===== src/rtl/tempsens_pkg.sv =====
// Shared types and constants for the ring-oscillator temperature sensor sequencer.
package tempsens_pkg;

    localparam int unsigned BYTE_W   = 8;
    localparam int unsigned RESULT_W = 16;

    localparam logic [BYTE_W-1:0] CMD_START  = 8'h53;
    localparam logic [BYTE_W-1:0] CMD_RESEND = 8'h52;

    typedef enum logic [3:0] {
        IDLE,
        CLEAR,
        GATE,
        SETTLE,
        ACCUM,
        SEND_LO,
        WAIT_LO,
        SEND_HI,
        WAIT_HI
    } state_t;

    // Selects the low or high byte of a result word for the UART.
    function automatic logic [BYTE_W-1:0] pick_byte(input logic [RESULT_W-1:0] word,
                                                    input logic                hi);
        return hi ? word[RESULT_W-1:BYTE_W] : word[BYTE_W-1:0];
    endfunction

endpackage


===== src/rtl/tempsens_timer.sv =====
// Loadable down-counter; done is high while the count has reached zero.
module tempsens_timer #(
    parameter int unsigned W = 8
) (
    input  logic         clk,
    input  logic         reset,
    input  logic         load,
    input  logic [W-1:0] value,
    input  logic         count,
    output logic         done
);

    logic [W-1:0] cnt;
    logic [W-1:0] cnt_nxt;

    always_comb begin
        cnt_nxt = cnt;
        if (load) begin
            cnt_nxt = value;
        end else if (count && (cnt != '0)) begin
            cnt_nxt = cnt - W'(1);
        end
    end

    always_ff @(posedge clk or negedge reset) begin
        if (!reset) begin
            cnt  <= '0;
            done <= 1'b1;
        end else begin
            cnt  <= cnt_nxt;
            done <= (cnt_nxt == '0);
        end
    end

endmodule


===== src/rtl/tempsens_sequencer.sv =====
// Ring-oscillator measurement sequencer: gates the oscillator, averages samples, sends result over UART.
// Define TEMPSENS_AUTO_EN to add periodic auto-start after PERIOD_CYCLES idle cycles.
module tempsens_sequencer
    import tempsens_pkg::*;
#(
    parameter int unsigned WINDOW_CYCLES = 1000,
    parameter int unsigned AVG_LOG2      = 4,
`ifdef TEMPSENS_AUTO_EN
    parameter int unsigned PERIOD_CYCLES = 100000,
`endif
    parameter int unsigned CNT_W         = 16
) (
    input  logic                clk,
    input  logic                reset,
    input  logic                rx_ready,
    input  logic [BYTE_W-1:0]   rx_data,
    input  logic [CNT_W-1:0]    count,
    input  logic                tx_busy,
    output logic                osc_en,
    output logic                cnt_clr,
    output logic                tx_start,
    output logic [BYTE_W-1:0]   tx_data,
    output logic                busy,
    output logic [RESULT_W-1:0] result,
    output logic                result_valid
);

    localparam int unsigned ACC_W    = CNT_W + AVG_LOG2;
    localparam int unsigned IDX_W    = (AVG_LOG2 > 0) ? AVG_LOG2 : 1;
    localparam int unsigned LAST_IDX = (1 << AVG_LOG2) - 1;
    localparam int unsigned WIN_W    = $clog2(WINDOW_CYCLES + 2);

    state_t               state;
    state_t               state_nxt;
    logic [ACC_W-1:0]     acc;
    logic [ACC_W-1:0]     acc_nxt;
    logic [ACC_W-1:0]     acc_add;
    logic [IDX_W-1:0]     idx;
    logic [IDX_W-1:0]     idx_nxt;
    logic [RESULT_W-1:0]  result_nxt;
    logic                 result_valid_nxt;
    logic [BYTE_W-1:0]    tx_data_nxt;
    logic                 tx_start_nxt;
    logic                 osc_en_nxt;
    logic                 cnt_clr_nxt;
    logic                 busy_nxt;
    logic [RESULT_W-1:0]  tx_word;

    logic                 win_load;
    logic [WIN_W-1:0]     win_value;
    logic                 win_count;
    logic                 win_done;
    logic                 auto_start;

    // One timer serves both the gate window and the two-cycle settle period.
    assign win_load  = (state == CLEAR) || ((state == GATE) && win_done);
    assign win_value = (state == CLEAR) ? WIN_W'(WINDOW_CYCLES - 1) : WIN_W'(1);
    assign win_count = (state == GATE) || (state == SETTLE);

    tempsens_timer #(
        .W (WIN_W)
    ) u_win_timer (
        .clk   (clk),
        .reset (reset),
        .load  (win_load),
        .value (win_value),
        .count (win_count),
        .done  (win_done)
    );

`ifdef TEMPSENS_AUTO_EN
    localparam int unsigned PER_W = $clog2(PERIOD_CYCLES + 1);

    logic per_armed;
    logic per_load;
    logic per_done;

    // Reloaded throughout every non-idle cycle, so the idle count restarts on each IDLE entry.
    assign per_load   = (state != IDLE) || !per_armed;
    assign auto_start = (state == IDLE) && per_armed && per_done;

    tempsens_timer #(
        .W (PER_W)
    ) u_period_timer (
        .clk   (clk),
        .reset (reset),
        .load  (per_load),
        .value (PER_W'(PERIOD_CYCLES - 1)),
        .count (state == IDLE),
        .done  (per_done)
    );

    always_ff @(posedge clk or negedge reset) begin
        if (!reset) begin
            per_armed <= 1'b0;
        end else begin
            per_armed <= 1'b1;
        end
    end
`else
    assign auto_start = 1'b0;
`endif

    assign acc_add = acc + ACC_W'(count);
    assign tx_word = result_valid ? result : '0;

    // Next-state and next-output logic.
    always_comb begin
        state_nxt        = state;
        acc_nxt          = acc;
        idx_nxt          = idx;
        result_nxt       = result;
        result_valid_nxt = result_valid;
        tx_data_nxt      = tx_data;
        tx_start_nxt     = 1'b0;

        case (state)
            IDLE: begin
                if ((rx_ready && (rx_data == CMD_START)) || auto_start) begin
                    acc_nxt   = '0;
                    idx_nxt   = '0;
                    state_nxt = CLEAR;
                end else if (rx_ready && (rx_data == CMD_RESEND)) begin
                    state_nxt = SEND_LO;
                end
            end
            CLEAR: begin
                state_nxt = GATE;
            end
            GATE: begin
                if (win_done) begin
                    state_nxt = SETTLE;
                end
            end
            SETTLE: begin
                if (win_done) begin
                    state_nxt = ACCUM;
                end
            end
            ACCUM: begin
                acc_nxt = acc_add;
                if (idx == IDX_W'(LAST_IDX)) begin
                    result_nxt       = RESULT_W'(acc_add >> AVG_LOG2);
                    result_valid_nxt = 1'b1;
                    state_nxt        = SEND_LO;
                end else begin
                    idx_nxt   = idx + IDX_W'(1);
                    state_nxt = CLEAR;
                end
            end
            SEND_LO: begin
                if (!tx_busy) begin
                    tx_start_nxt = 1'b1;
                    tx_data_nxt  = pick_byte(tx_word, 1'b0);
                    state_nxt    = WAIT_LO;
                end
            end
            // tx_start is high only in the first wait cycle, which masks a late-rising tx_busy.
            WAIT_LO: begin
                if (!tx_start && !tx_busy) begin
                    state_nxt = SEND_HI;
                end
            end
            SEND_HI: begin
                if (!tx_busy) begin
                    tx_start_nxt = 1'b1;
                    tx_data_nxt  = pick_byte(tx_word, 1'b1);
                    state_nxt    = WAIT_HI;
                end
            end
            WAIT_HI: begin
                if (!tx_start && !tx_busy) begin
                    state_nxt = IDLE;
                end
            end
            default: begin
                state_nxt = IDLE;
            end
        endcase

        osc_en_nxt  = (state_nxt == GATE);
        cnt_clr_nxt = (state_nxt == CLEAR);
        busy_nxt    = (state_nxt != IDLE);
    end

    always_ff @(posedge clk or negedge reset) begin
        if (!reset) begin
            state        <= IDLE;
            acc          <= '0;
            idx          <= '0;
            result       <= '0;
            result_valid <= 1'b0;
            tx_data      <= '0;
            tx_start     <= 1'b0;
            osc_en       <= 1'b0;
            cnt_clr      <= 1'b0;
            busy         <= 1'b0;
        end else begin
            state        <= state_nxt;
            acc          <= acc_nxt;
            idx          <= idx_nxt;
            result       <= result_nxt;
            result_valid <= result_valid_nxt;
            tx_data      <= tx_data_nxt;
            tx_start     <= tx_start_nxt;
            osc_en       <= osc_en_nxt;
            cnt_clr      <= cnt_clr_nxt;
            busy         <= busy_nxt;
        end
    end

endmodule


===== config.mk =====
export PLATFORM = sky130hd
export DESIGN_NAME = tempsens_sequencer
export DESIGN_NICKNAME = d
export VERILOG_FILES = /design/src/rtl/tempsens_pkg.sv /design/src/rtl/tempsens_timer.sv /design/src/rtl/tempsens_sequencer.sv
export SDC_FILE = /design/constraint.sdc
export NUM_CORES = 1
export LEC_CHECK = 0
export CORE_MARGIN = 2
export CORE_UTILIZATION = 55
export DETAILED_ROUTE_END_ITERATION = 7
export PLACE_DENSITY = 0.87
export SLEW_MARGIN = 20
export SYNTH_ARGS = -nofsm -noshare
export SYNTH_HDL_FRONTEND = slang
export SYNTH_SLANG_ARGS = --single-unit

===== constraint.sdc =====
create_clock -name clk -period 3.1 [get_ports clk]
set_input_delay 0.465 -clock clk [delete_from_list [all_inputs] [get_ports clk]]
set_output_delay 0.465 -clock clk [all_outputs]
set_load 0.005 [all_outputs]

==> impl_results.md <==
* Clock Skew at 0.00839 ns
* Hold Vio Cnt, Final at 0
* Critical path required time at 3.29 ns
* Hold slack at 0.292 ns
* Drt pass-1 iters at 4
* Share of layout cells above drive strength 1 at 8.78%
* Async S/R FF share, synth at 100%
* Total grt overflow at 0
* Vias in the first global route at 3549
* Leak Pwr at 2.11 nW
* Post-synthesis sequential area ratio at 41.3%
* Area Growth Syn to Fin at 19.7%
* Clock Tree Buf Depth at 2
* Area leader, netlist: dfrtp_1
* CP arrival at 2.93 ns
* PostCTS Resize Cnt at 0
* Pin count of the biggest net entering global routing at 69
* Final setup vio count at 0
* VDD IR max at 205 uV
* Tmin final at 2.73 ns
* Initial Utilization at 56.8%
* Chip height at 90.6 um
* Setup CP Type: in -> reg
* Top cell type's share of synthesized area at 40.7%
* Antenna cells at 0
* Post-synth EDFFs at 0
* Finished Cell Area at 4930 um2
* Seq cells post-synth at 68
* Post-synthesis adder-cell area fraction at 5.95%
* Worst Setup End Kind: flip-flop
* Clk root buf: clkbuf_8
* Dpl cell area at 4740 um2
* Main synth FF type: dfrtp_1
* Max cap viols at 0
* Crit-path max FO at 5
* Most common cell after layout, fill and taps aside: dfrtp_1
* Yosys cell types at 71
* CTS tree: done
* Sink Count at 68
* Status: completed
* Die extent in x at 90.6 um
* Num CTS Buffers at 9
* Clock transition at path regs at 0.07 ns
* NumNets Final at 534
* Max stage delay cell, worst path: clkdlybuf4s50_1
* PD cells at 361 nW/um2
* IO buf count at 56
* Initial antenna violation count at 0
* Inst Count DP at 575
* Drt initial violations at 324
* CP Cell Sequence: clkdlybuf4s50_1 -> ha_1 -> inv_1 -> fa_1 -> nand2b_1 -> a21o_1 -> a31o_2 -> a31oi_1 -> mux2i_1 -> o311ai_0
* Worst Hold Class: in -> async
* Routed len/inst at 17.1 um
* Fill cell count at 587
* DRT antenna net count at 0
* Core Box Area at 7250 um2
* Post-CTS Setup Bufs at 0
* I/O pin count at 57
* Clk Latency, worst-skew pair at 0.35 ns
* Die area at 8200 um2
* RSZ-0062 raised after global routing: false
* Yosys warns at 0
* Routed vias at 3565
* Synth Instances at 433
* HPWL Detailed at 7.40 mm
* CP peak stage delay at 0.46 ns
* Final Non-Filler Cells at 589
* Routability cong. at 0.868
* Largest family of logic cells by synthesized area: compound AO/OA/AOI/OAI gates
* Max-slew violations at 0
* Post-Syn Area per Cell at 9.52 um2
* Drt drc at 0
* Via density at 6.05
* Mux contribution to synthesized area at 5.10%
* Worst slew margin at 41.8%
* Simple-gate area share of the yosys netlist at 19.2%
* Total routed wirelength at 10.1 mm
* Number of H-tree levels at 3
* Syn_nets at 480
* Area contributors post-synth: dfrtp_1 41%, ha_1 5.5%, nand2_1 4.7%
* First-pass GRT wire length at 16.9 mm
* Post-synthesis instance area at 4120 um2
* CP Launch Type: primary input
* Tcrit/Tclk final at 88.2%
* Compound-Gate Fraction of Synth Area at 20.4%
* Max Clock Freq at 366 MHz
* Synth Area in XOR/XNOR at 4.04%
* Hold_buf cts at 0
* Total Routing Usage GR at 25.4%
* # rows at 31
* Worst-margin pin slew at 0.874 ns
* Leading cell types in the layout, fill and taps excluded: 67 x dfrtp_1, 55 x clkdlybuf4s50_1, 52 x nand2_1
* Setup TNS at 0 ns
[state kept, by name, indices dropped and copies added (netlist names)]
register,cells
result_valid,1
u_win_timer.cnt,10
idx,4
result,16
cnt_clr,1
acc,20
osc_en,1
state,4
tx_data,8
tx_start,1
busy,1
u_win_timer.done,1
[critical path, delay by kind of cell]
family                   cells  cell delay (ns)
adder cells (fa/ha/maj)      2             0.57
multiplexers                 1             0.25
AO/OA/AOI/OAI                4             0.92
buffers and inverters        2             0.52
AND/OR/NAND/NOR              1             0.20
[path summary, 6_finish.rpt]
kind,start,endpoint,slack (ns),depth (start not counted)
max,count[0],result[8]$_DFFE_PN0P_,0.37,10
min,reset,u_win_timer.cnt[2]$_DFF_PN0_,0.29,2
max reg2reg,acc[0]$_DFFE_PN0P_,result[8]$_DFFE_PN0P_,0.60,9
min reg2reg,tx_data[2]$_DFFE_PN0P_,tx_data[2]$_DFFE_PN0P_,0.49,2
max in group asynchronous,reset,acc[8]$_DFFE_PN0P_,2.22,2
min in group clk,tx_data[2]$_DFFE_PN0P_,tx_data[2]$_DFFE_PN0P_,0.49,2
[routing by layer]
layer | wire, um | GRT usage, % | up-vias
met5 | 0 | 0 | -
met4 | 260 | 11.3 | 0
met3 | 450 | 3.51 | 25
met2 | 5130 | 43.5 | 111
met1 | 4250 | 32.0 | 1736
li1 | - | - | 1693
[kinds of logic after synthesis]
logic type | Yosys count
simple gates | 146
xor+xnor | 19
fa+ha+maj | 19
compound gates | 125
mux | 20
flops | 68
buf+inv | 36
[Yosys cell counts, types with 3 or more instances]
library cell / number
nor2_1: 18
nand2_1: 52
a22o_1: 11
dfrtp_1: 67
a21o_1: 4
clkbuf_1: 8
o21a_1: 3
ha_1: 18
a211oi_1: 3
xor2_1: 7
nor3_1: 9
xnor2_1: 12
o21ai_0: 30
a31oi_1: 8
or4_1: 3
nor2b_1: 8
a31o_2: 3
nand2b_1: 9
inv_1: 18
o211ai_1: 11
mux2i_1: 15
and2_1: 4
mux2_2: 4
buf_2: 4
nand3_1: 12
nor4_1: 4
a21oi_1: 26
o31ai_1: 6
[cell type report]
cell class | instances | area, um2 | share of cell area, %
Clock inverter | 2 | 35.0 | 0.710
Timing Repair Buffer | 61 | 593 | 12.0
Multi-Input combinational cell | 329 | 2260 | 45.7
Sequential cell | 68 | 1700 | 34.5
Clock buffer | 12 | 155 | 3.14
Inverter | 18 | 67.6 | 1.37
Tap cell | 99 | 124 | 2.51
[power breakdown]
part	total, mW	internal (mW)	switching (mW)
logic	0.161	0.0721	0.0887
clock network	0.727	0.406	0.321
registers	0.895	0.891	0.00334
[per-stage QoR]
stage	utilization [%]	total power, mW	worst slack [ns]
final	68.0	1.78	0.366
after global routing	68.0	1.84	0.241
after floorplan	-	0.993	0.769
after CTS	68.0	1.79	0.376
after global placement	65.4	1.07	0.193
after detailed placement	65.4	1.07	0.0481
Note: power is estimated with default switching activity, not from simulation.
